[src/rtl/package_settings_v2.sv]
// Shared ADC-path settings and the state encoding of the synthetic pulse generator.
package package_settings_v2;

    localparam int SIZE_ADC_DATA = 14;
    localparam int FRAC_BITS_GEN = 8;

    typedef enum logic [1:0] {
        IDLE  = 2'd0,
        RISE  = 2'd1,
        DECAY = 2'd2
    } pulse_gen_state_t;

endpackage

[src/rtl/pulse_gen_sat_add.sv]
// Unsigned saturating adder: clamps the sum to all ones and raises sat when it overflows.
module pulse_gen_sat_add #(
    parameter int WIDTH = 8
) (
    input  logic [WIDTH-1:0] a,
    input  logic [WIDTH-1:0] b,
    output logic [WIDTH-1:0] sum,
    output logic             sat
);

    logic [WIDTH:0] sum_full;

    assign sum_full = {1'b0, a} + {1'b0, b};
    assign sat      = sum_full[WIDTH];
    assign sum      = sat ? {WIDTH{1'b1}} : sum_full[WIDTH-1:0];

endmodule

[src/rtl/exp_pulse_generator.sv]
// Synthetic detector pulse source: linear rise to a latched amplitude, exponential decay,
// registered output offset by a live baseline. Handshake: a request transfers on an edge where start && ready.
module exp_pulse_generator
    import package_settings_v2::*;
#(
    parameter int SIZE_ADC_DATA = package_settings_v2::SIZE_ADC_DATA,
    parameter int FRAC_BITS     = FRAC_BITS_GEN,
    parameter int RISE_SHIFT    = 2,
    parameter bit ALLOW_PILEUP  = 1'b1
) (
    input  logic                     clk,
    input  logic                     reset,
    input  logic                     start,
    output logic                     ready,
    input  logic [SIZE_ADC_DATA-1:0] amplitude,
    input  logic [3:0]               decay_shift,
    input  logic [SIZE_ADC_DATA-1:0] baseline,
    output logic [SIZE_ADC_DATA-1:0] output_data,
    output logic                     busy,
    output logic                     overflow,
    output logic [1:0]               state_dbg
);

    localparam int W = SIZE_ADC_DATA + FRAC_BITS;
    localparam logic [RISE_SHIFT:0] RISE_LAST = (RISE_SHIFT + 1)'((1 << RISE_SHIFT) - 1);

    pulse_gen_state_t        state, state_nxt;
    logic [W-1:0]            acc, acc_nxt;
    logic [RISE_SHIFT:0]     rise_cnt, rise_cnt_nxt;
    logic [SIZE_ADC_DATA-1:0] amp_l;
    logic [3:0]              ds_l;
    logic                    latch;
    logic                    acc_ovf;

    logic [W-1:0]             step;
    logic [W-1:0]             acc_sum;
    logic                     acc_sat;
    logic [SIZE_ADC_DATA-1:0] int_acc;
    logic [SIZE_ADC_DATA-1:0] out_sum;
    logic                     out_sat;
    logic                     accept;

    // Exact division of the amplitude over the rise because RISE_SHIFT <= FRAC_BITS.
    assign step    = {amp_l, {FRAC_BITS{1'b0}}} >> RISE_SHIFT;
    assign int_acc = acc[W-1:FRAC_BITS];

    pulse_gen_sat_add #(.WIDTH(W)) u_acc_add (
        .a   (acc),
        .b   (step),
        .sum (acc_sum),
        .sat (acc_sat)
    );

    pulse_gen_sat_add #(.WIDTH(SIZE_ADC_DATA)) u_out_add (
        .a   (baseline),
        .b   (int_acc),
        .sum (out_sum),
        .sat (out_sat)
    );

    assign ready     = (state == IDLE) || ((state == DECAY) && ALLOW_PILEUP);
    assign busy      = (state != IDLE);
    assign accept    = start && ready;
    assign state_dbg = state;

    always_comb begin
        state_nxt    = state;
        acc_nxt      = acc;
        rise_cnt_nxt = rise_cnt;
        latch        = 1'b0;
        acc_ovf      = 1'b0;
        case (state)
            IDLE: begin
                acc_nxt = '0;
                if (accept) begin
                    state_nxt    = RISE;
                    rise_cnt_nxt = '0;
                    latch        = 1'b1;
                end
            end
            RISE: begin
                acc_nxt = acc_sum;
                acc_ovf = acc_sat;
                if (rise_cnt == RISE_LAST) begin
                    state_nxt = DECAY;
                end else begin
                    rise_cnt_nxt = rise_cnt + 1'b1;
                end
            end
            DECAY: begin
                // Pile-up wins over termination and skips this edge's decay step.
                if (accept) begin
                    state_nxt    = RISE;
                    rise_cnt_nxt = '0;
                    latch        = 1'b1;
                end else if (int_acc == '0) begin
                    state_nxt = IDLE;
                    acc_nxt   = '0;
                end else begin
                    acc_nxt = acc - (acc >> ds_l);
                end
            end
            default: begin
                state_nxt = IDLE;
                acc_nxt   = '0;
            end
        endcase
    end

    always_ff @(posedge clk or negedge reset) begin
        if (!reset) begin
            state       <= IDLE;
            acc         <= '0;
            rise_cnt    <= '0;
            amp_l       <= '0;
            ds_l        <= '0;
            output_data <= '0;
            overflow    <= 1'b0;
        end else begin
            state    <= state_nxt;
            acc      <= acc_nxt;
            rise_cnt <= rise_cnt_nxt;
            if (latch) begin
                amp_l <= amplitude;
                ds_l  <= decay_shift;
            end
            output_data <= out_sum;
            if (acc_ovf || out_sat) begin
                overflow <= 1'b1;
            end
        end
    end

endmodule
[config.mk]
export PLATFORM = sky130hd
export DESIGN_NAME = exp_pulse_generator
export DESIGN_NICKNAME = d
export VERILOG_FILES = /design/src/rtl/package_settings_v2.sv /design/src/rtl/pulse_gen_sat_add.sv /design/src/rtl/exp_pulse_generator.sv
export SDC_FILE = /design/constraint.sdc
export NUM_CORES = 1
export LEC_CHECK = 0
export CORE_ASPECT_RATIO = 1.75
export CORE_UTILIZATION = 39
export CTS_CLUSTER_SIZE = 14
export DETAILED_ROUTE_END_ITERATION = 8
export GPL_TIMING_DRIVEN = 0
export PLACE_DENSITY_LB_ADDON = 0.25
export SLEW_MARGIN = 20
export SYNTH_ARGS = -nofsm -noshare
export SYNTH_HDL_FRONTEND = slang
export SYNTH_SLANG_ARGS = --single-unit
[constraint.sdc]
create_clock -name clk -period 5.74 [get_ports clk]
set_clock_uncertainty 0.15 [all_clocks]
set_input_delay 1.148 -clock clk [delete_from_list [all_inputs] [get_ports clk]]
set_output_delay 1.148 -clock clk [all_outputs]
set_load 0.02 [all_outputs]
==> results by group, run 1 <==
Outcome
  – Status: complete, no violations

Yosys
  – Synth Area per Inst: 8.59 µm²
  – Cell taking the most area after synthesis: dfrtp_1
  – Ys async rst share: 100%
  – Post-Synth XOR/XNOR Area: 6.12%
  – Mapped cell area: 5580 µm²
  – Post-synthesis compound-gate area fraction: 24.5%
  – Number of synthesized flops with an enable pin: 0
  – Most common flop cell mapped by yosys: dfrtp_1
  – Syn Nets: 746
  – Adder-Cell Fraction of Synth Area: 14.1%
  – Yosys warnings: 0
  – Sequential area share after synthesis: 26.9%
  – Top area cells in the synthesized netlist: dfrtp_1 27%, ha_1 13%, a21oi_1 6.1%, nand2_1 5.0%, o21ai_0 4.3%
  – Synth cell types: 64
  – Yosys top cell area share: 26.9%
  – Flops & latches, synth: 60
  – Main combinational cell family by area after synthesis: compound AO/OA/AOI/OAI gates
  – Simple-Gate Fraction of Synth Area: 14.9%
  – Cell count after synthesis: 650
  – Post-synthesis mux area share: 9.21%

Die
  – Row count: 57
  – Core area: 13900 µm²
  – Top Ports: 54
  – Die Wd: 92.4 µm
  – Die Footprint: 14800 µm²
  – Die Ht: 160 µm
  – Initial Util: 40.1%

Global route
  – Largest net degree at the start of global routing: 37
  – Initial antenna violation count: 0
  – Number of global-route vias before repair: 5587
  – Remaining Overflow, GRT: 0
  – First-pass GRT wire length: 27.0 mm
  – GRT Overall Usage: 23.5%

Place
  – I/O Buffers: 53
  – Gp weighted congestion: 0.943
  – Placed cells: 881
  – Hpwl dp: 13.3 mm

Worst setup path
  – CP Class: reg -> reg
  – Max Fanout on Critical Path: 10
  – Critical Path AT: 5.23 ns
  – Flop2flop setup slack: 0.59 ns
  – CP endpoint kind: flop
  – Worst r2r src: ds_l[0]
  – Startpoint types: flop
  – Worst EP required: 5.81 ns
  – CP startpoint: ds_l[0]

Route
  – Routed wire length per instance: 18.7 µm
  – DRC violation total after the first TritonRoute iteration: 222
  – # DRC: 0
  – Vias: 5218
  – Antenna Nets Post-Route: 0
  – DRT Pass-1 Iters: 5
  – Final wirelength: 16.7 mm
  – Vias per cell: 5.82

Job
  – Max-Cap Viols: 0

Pwr
  – Pwr dens: 625 nW/µm²
  – Leakage: 0.00307 µW
  – Peak VDD IR: 0.184 mV

Final layout
  – Layout fillers: 1399
  – Net count, final: 811
  – Fin cells: 897
  – Multi-input logic area: 3840 µm²
  – Ratio of cells with drive above 1 in the final layout: 8.33%
  – Area Overhead vs Synth: 19.2%
  – Ant diodes: 0
  – FF/Latch Area: 1500 µm²

Clock network
  – CTS root buf: clkbuf_16
  – Post-cts resize count: 0
  – Clock Sinks: 60
  – Postcts setup bufs: 0
  – TritonCTS Buffers: 9
  – CTS Buffer Depth: 2
  – TritonCTS clock tree: done
  – Clock-pin slew on the worst setup and hold paths: 0.06 ns
  – Hold_buf cts: 0
  – Clock Latency Late Sink: 0.34 ns
  – # H-tree levels: 3

STA
  – Slew @ Worst Pin: 0.912 ns
  – Setup violators final: 0
  – Max Fclk: 194 MHz
  – Fin crit share: 89.8%
  – Setup TNS: 0 ns
  – Slew HR: 38.4%
  – RSZ-0062 raised after global routing: no
  – Final hold vios: 0
  – Final min period: 5.15 ns
  – Slew Limit Fails: 0

Hold path
  – Worst hold start: overflow
  – Hold Crit Class: reg -> reg
-- cells in the mapped netlist (4+ instances only) --
library cell	number
and2_1	7
mux2_2	21
nor2b_1	7
nand2b_1	14
nand2_1	75
dfrtp_1	60
or2_2	4
a21o_1	11
a21oi_1	68
a31oi_1	8
or3_1	4
o21a_1	11
inv_1	32
mux2i_1	21
a211oi_1	11
nand3_1	5
xor2_1	19
o211ai_1	6
o31ai_1	4
a221o_1	10
o21ai_0	48
clkbuf_1	15
xnor2_1	20
ha_1	58
nor4_1	5
nor2_1	44
-- state kept, by name, indices dropped and copies added (netlist names) --
name and flops:
amp_l 14, rise_cnt 3, overflow 1, state_dbg 2, ds_l 4, output_data 14
acc 22
-- critical path, stage by stage (launching register included) --
cell and delay (ns):
dfrtp_1 0.42, buf_1 0.55, clkbuf_1 0.51, mux2i_1 0.30
nand2_1 0.08, nand2_1 0.10, mux2i_1 0.08, o21ai_0 0.29
ha_1 0.32, a21o_1 0.21, or3_1 0.32, o221a_2 0.29
a221o_2 0.42, a221oi_4 0.33, o21ai_0 0.16, xnor2_1 0.16
a221o_1 0.32
-- area by class of cell --
cell class | count | share of cell area, %
buffer | 22 | 1.79
sequential | 60 | 22.6
clock inverter | 4 | 0.714
clock buffer | 12 | 3.85
multi-input combinational | 535 | 57.7
tap | 177 | 3.33
timing repair buffer | 54 | 8.23
inverter | 33 | 1.86
-- path summary, 6_finish.rpt --
check	to	depth (start not counted)
setup / recovery	acc[19]	16
hold reg to reg	overflow	2
min in group asynchronous	output_data[0]	1
hold / removal	overflow	2
setup reg to reg	acc[19]	16
max in group asynchronous	acc[15]	2
-- layer usage --
metal | GRT usage, % | vias to the layer above | wire [µm] | share of wire (%)
met5 | 0 | - | 0 | 0
met4 | 12.6 | 0 | 747 | 4.5
met3 | 3.71 | 51 | 589 | 3.5
met2 | 45.9 | 160 | 9400 | 56
met1 | 22.5 | 2509 | 6010 | 36
li1 | - | 2498 | - | -
-- kinds of logic after synthesis --
kind of cell | count (synthesis)
xor+xnor | 39
simple gates | 180
mux | 45
flops | 60
buf+inv | 55
fa+ha+maj | 61
compound gates | 210
-- per-stage QoR --
step / hold WS [ns] / setup slack (ns) / util [%] / power, µW / cell area, µm²
2_1_floorplan: 0.293 / 1.31 / - / 2800 / 5580
3_3_place_gp: 0.312 / 0.671 / 45.6 / 3500 / 6330
3_5_place_dp: 0.319 / 0.623 / 45.7 / 3560 / 6350
4_1_cts: 0.332 / 0.601 / 47.9 / 4140 / 6660
5_1_grt: 0.355 / 0.248 / 47.9 / 4500 / 6660
6_report: 0.329 / 0.586 / 47.9 / 4160 / 6660
-- power breakdown --
group	leakage, µW	total (µW)	internal [µW]	switching (µW)
combinational	0.00217	2870	1230	1640
clock	0.000149	563	358	205
sequential	0.000748	731	583	148
total	0.00307	4160	2170	1990
-- cells in the final DEF (no fill, tap or decap), drive strengths merged, types with 14 or more instances in the layout --
| cell type | count |
|---|---|
| a21oi | 69 |
| clkbuf | 31 |
| clkdlybuf4s50 | 52 |
| dfrtp | 60 |
| ha | 58 |
| inv | 33 |
| mux2 | 21 |
| mux2i | 21 |
| nand2 | 75 |
| nand2b | 14 |
| nor2 | 44 |
| o21ai | 48 |
| xnor2 | 20 |
| xor2 | 19 |
No activity file was read; power rests on OpenSTA's default activity.
==> inputs of run 2 (changes only) <==
--- a/config.mk
+++ b/config.mk
@@ -11,6 +11,7 @@
 export DETAILED_ROUTE_END_ITERATION = 8
 export GPL_TIMING_DRIVEN = 0
 export PLACE_DENSITY_LB_ADDON = 0.25
+export RECOVER_POWER = 25
 export SLEW_MARGIN = 20
 export SYNTH_ARGS = -nofsm -noshare
 export SYNTH_HDL_FRONTEND = slang
==> results by group, run 2 (synthesized netlist as in run 1, its figures left out) <==
Outcome
  – Status: complete, but fails checks (was complete, no violations)
  – Failing checks: max-capacitance violations, max-slew violations

Final layout
  – Most frequent cells in the layout: 75 x nand2_1, 68 x a21oi_1, 60 x dfrtp_1, 58 x ha_1, 52 x clkdlybuf4s50_1 (unchanged)
  – Area Overhead vs Synth: 18.9% (was 19.2%)
  – Largest register FFs: 22 (unchanged)
  – Final Util: 47.7% (was 47.9%)
  – Largest Register: acc (unchanged)
  – Net count, final: 811 (unchanged)
  – Fin area: 6640 µm² (was 6660 µm²)
  – Ant diodes: 0 (unchanged)
  – Ratio of cells with drive above 1 in the final layout: 8.06% (was 8.33%)
  – Most common cell after layout, fill and taps aside: nand2_1 (unchanged)
  – Largest registers: acc (22), amp_l (14), output_data (14) (unchanged)

Global route
  – Largest net degree at the start of global routing: 37 (unchanged)
  – Remaining Overflow, GRT: 0 (unchanged)
  – Initial antenna violation count: 0 (unchanged)
  – Number of global-route vias before repair: 5587 (unchanged)
  – First-pass GRT wire length: 27.0 mm (unchanged)
  – GRT Overall Usage: 23.5% (unchanged)

Die
  – Die Footprint: 14800 µm² (unchanged)
  – Core area: 13900 µm² (unchanged)
  – Row count: 57 (unchanged)
  – Die Ht: 160 µm (unchanged)
  – Die Wd: 92.4 µm (unchanged)
  – Top Ports: 54 (unchanged)
  – Initial Util: 40.1% (unchanged)

Pwr
  – Logic gate share of total power: 68.9% (about the same)
  – Clock power share: 13.5% (about the same)
  – Leakage: 0.00306 µW (was 0.00307 µW)
  – P_sw: 1990 µW (about the same)
  – Internal power: 2170 µW (about the same)
  – Switch share: 47.8% (about the same)
  – Pwr dens: 627 nW/µm² (was 625 nW/µm²)
  – Peak VDD IR: 0.184 mV (about the same)
  – Flop pwr share: 17.6% (about the same)

Place
  – Hpwl dp: 13.3 mm (unchanged)
  – Placed inst area: 6350 µm² (unchanged)
  – Gp weighted congestion: 0.943 (unchanged)
  – I/O Buffers: 53 (unchanged)

Worst setup path
  – Critical-path cell list: buf_1, clkbuf_1, mux2i_1, nand2_1, nand2_1, mux2i_1, o21ai_0, ha_1, a21o_1, or3_1, o221a_2, a221o_2, a221oi_4, o21ai_0, xnor2_1, a221o_1 (unchanged)
  – Max Fanout on Critical Path: 10 (unchanged)
  – Critical Path AT: 5.23 ns (about the same)
  – Worst EP required: 5.81 ns (about the same)
  – Startpoint types: flop (unchanged)
  – CP endpoint kind: flop (unchanged)
  – CP Class: reg -> reg (unchanged)
  – Max incr delay on CP: 0.55 ns (about the same)
  – Slowest-stage cell, CP: buf_1 (unchanged)

Clock network
  – Clock Latency Late Sink: 0.34 ns (about the same)
  – TritonCTS clock tree: done (unchanged)
  – TritonCTS Buffers: 9 (unchanged)
  – Post-cts resize count: 0 (unchanged)
  – CTS Buffer Depth: 2 (unchanged)
  – Clock Sinks: 60 (unchanged)
  – Clock-pin slew on the worst setup and hold paths: 0.06 ns (about the same)
  – Hold_buf cts: 0 (unchanged)
  – # H-tree levels: 3 (unchanged)
  – Postcts setup bufs: 0 (unchanged)
  – CTS root buf: clkbuf_16 (unchanged)

Route
  – Routed met2 length: 9.41 mm (was 9.40 mm)
  – Metal-1 WL: 6.03 mm (was 6.01 mm)
  – Routed wire length per instance: 18.7 µm (about the same)
  – Vias: 5215 (was 5218)
  – DRT Pass-1 Iters: 4 (was 5)
  – # DRC: 0 (unchanged)
  – DRC violation total after the first TritonRoute iteration: 222 (unchanged)
  – Final wirelength: 16.8 mm (was 16.7 mm)
  – Antenna Nets Post-Route: 0 (unchanged)
  – Top layer in use: met4 (unchanged)
  – Vias per cell: 5.81 (was 5.82)
  – Met3 WL: 576 µm (was 589 µm)

STA
  – Minimum hold slack: 0.329 ns (unchanged)
  – Max Fclk: 194 MHz (about the same)
  – RSZ-0062 raised after global routing: no (unchanged)
  – Setup violators final: 0 (unchanged)
  – Slew @ Worst Pin: 2.07 ns (was 0.912 ns)
  – Setup TNS: 0 ns (unchanged)
  – Final min period: 5.15 ns (about the same)
  – Fin crit share: 89.8% (about the same)
  – Slew HR: -37.8% (was 38.4%)
  – Final hold vios: 0 (unchanged)
  – Slew Limit Fails: 37 (was 0)

Hold path
  – Hold Crit Class: reg -> reg (unchanged)

Job
  – Max-Cap Viols: 1 (was 0)
## run 2: worst paths after layout
check                                  to      from  slack, ns  depth (start not counted)
min reg2reg                      overflow  overflow       0.33                          2
max in group asynchronous         acc[15]     reset       1.86                          2
max reg2reg                       acc[19]   ds_l[0]       0.59                         16
min                              overflow  overflow       0.33                          2
min in group asynchronous  output_data[0]     reset       0.99                          1
max                               acc[19]   ds_l[0]       0.59                         16
## run 2: area by class of cell
| type | instances | area [µm²] |
|---|---|---|
| tap | 177 | 221 |
| fill | 1401 | 7270 |
| sequential | 60 | 1500 |
| multi-input combinational | 535 | 3840 |
| timing repair buffer | 54 | 528 |
| clock inverter | 4 | 47.5 |
| inverter | 33 | 124 |
| clock buffer | 12 | 256 |
| buffer | 22 | 119 |
## run 2: power groups by stage
stage / combinational, µW / clock, µW / sequential, µW
floorplan: 2060 / 0 / 749
global placement: 2770 / 0 / 730
detailed placement: 2820 / 0 / 736
CTS: 2840 / 570 / 728
global route: 3160 / 589 / 750
finish: 2870 / 564 / 731
## run 2: per-layer routing
metal	GRT usage, %	up-vias
li1	-	2498
met1	22.5	2512
met2	45.9	154
met3	3.71	51
met4	12.6	0
met5	0	-
## run 2: through the flow
stage,power [µW],worst slack (ns),instances
global route,4500,0.248,897
global placement,3500,0.671,880
detailed placement,3560,0.623,881
finish,4160,0.586,897
CTS,4140,0.601,897
floorplan,2800,1.31,650
## run 2: critical path: cells and delay by family (launching register included)
kind            cells  cell delay, ns
compound gates      7            2.02
xor+xnor            1            0.16
fa+ha+maj           1            0.32
buf+inv             2            1.06
flops               1            0.42
mux                 2            0.38
simple gates        3            0.50
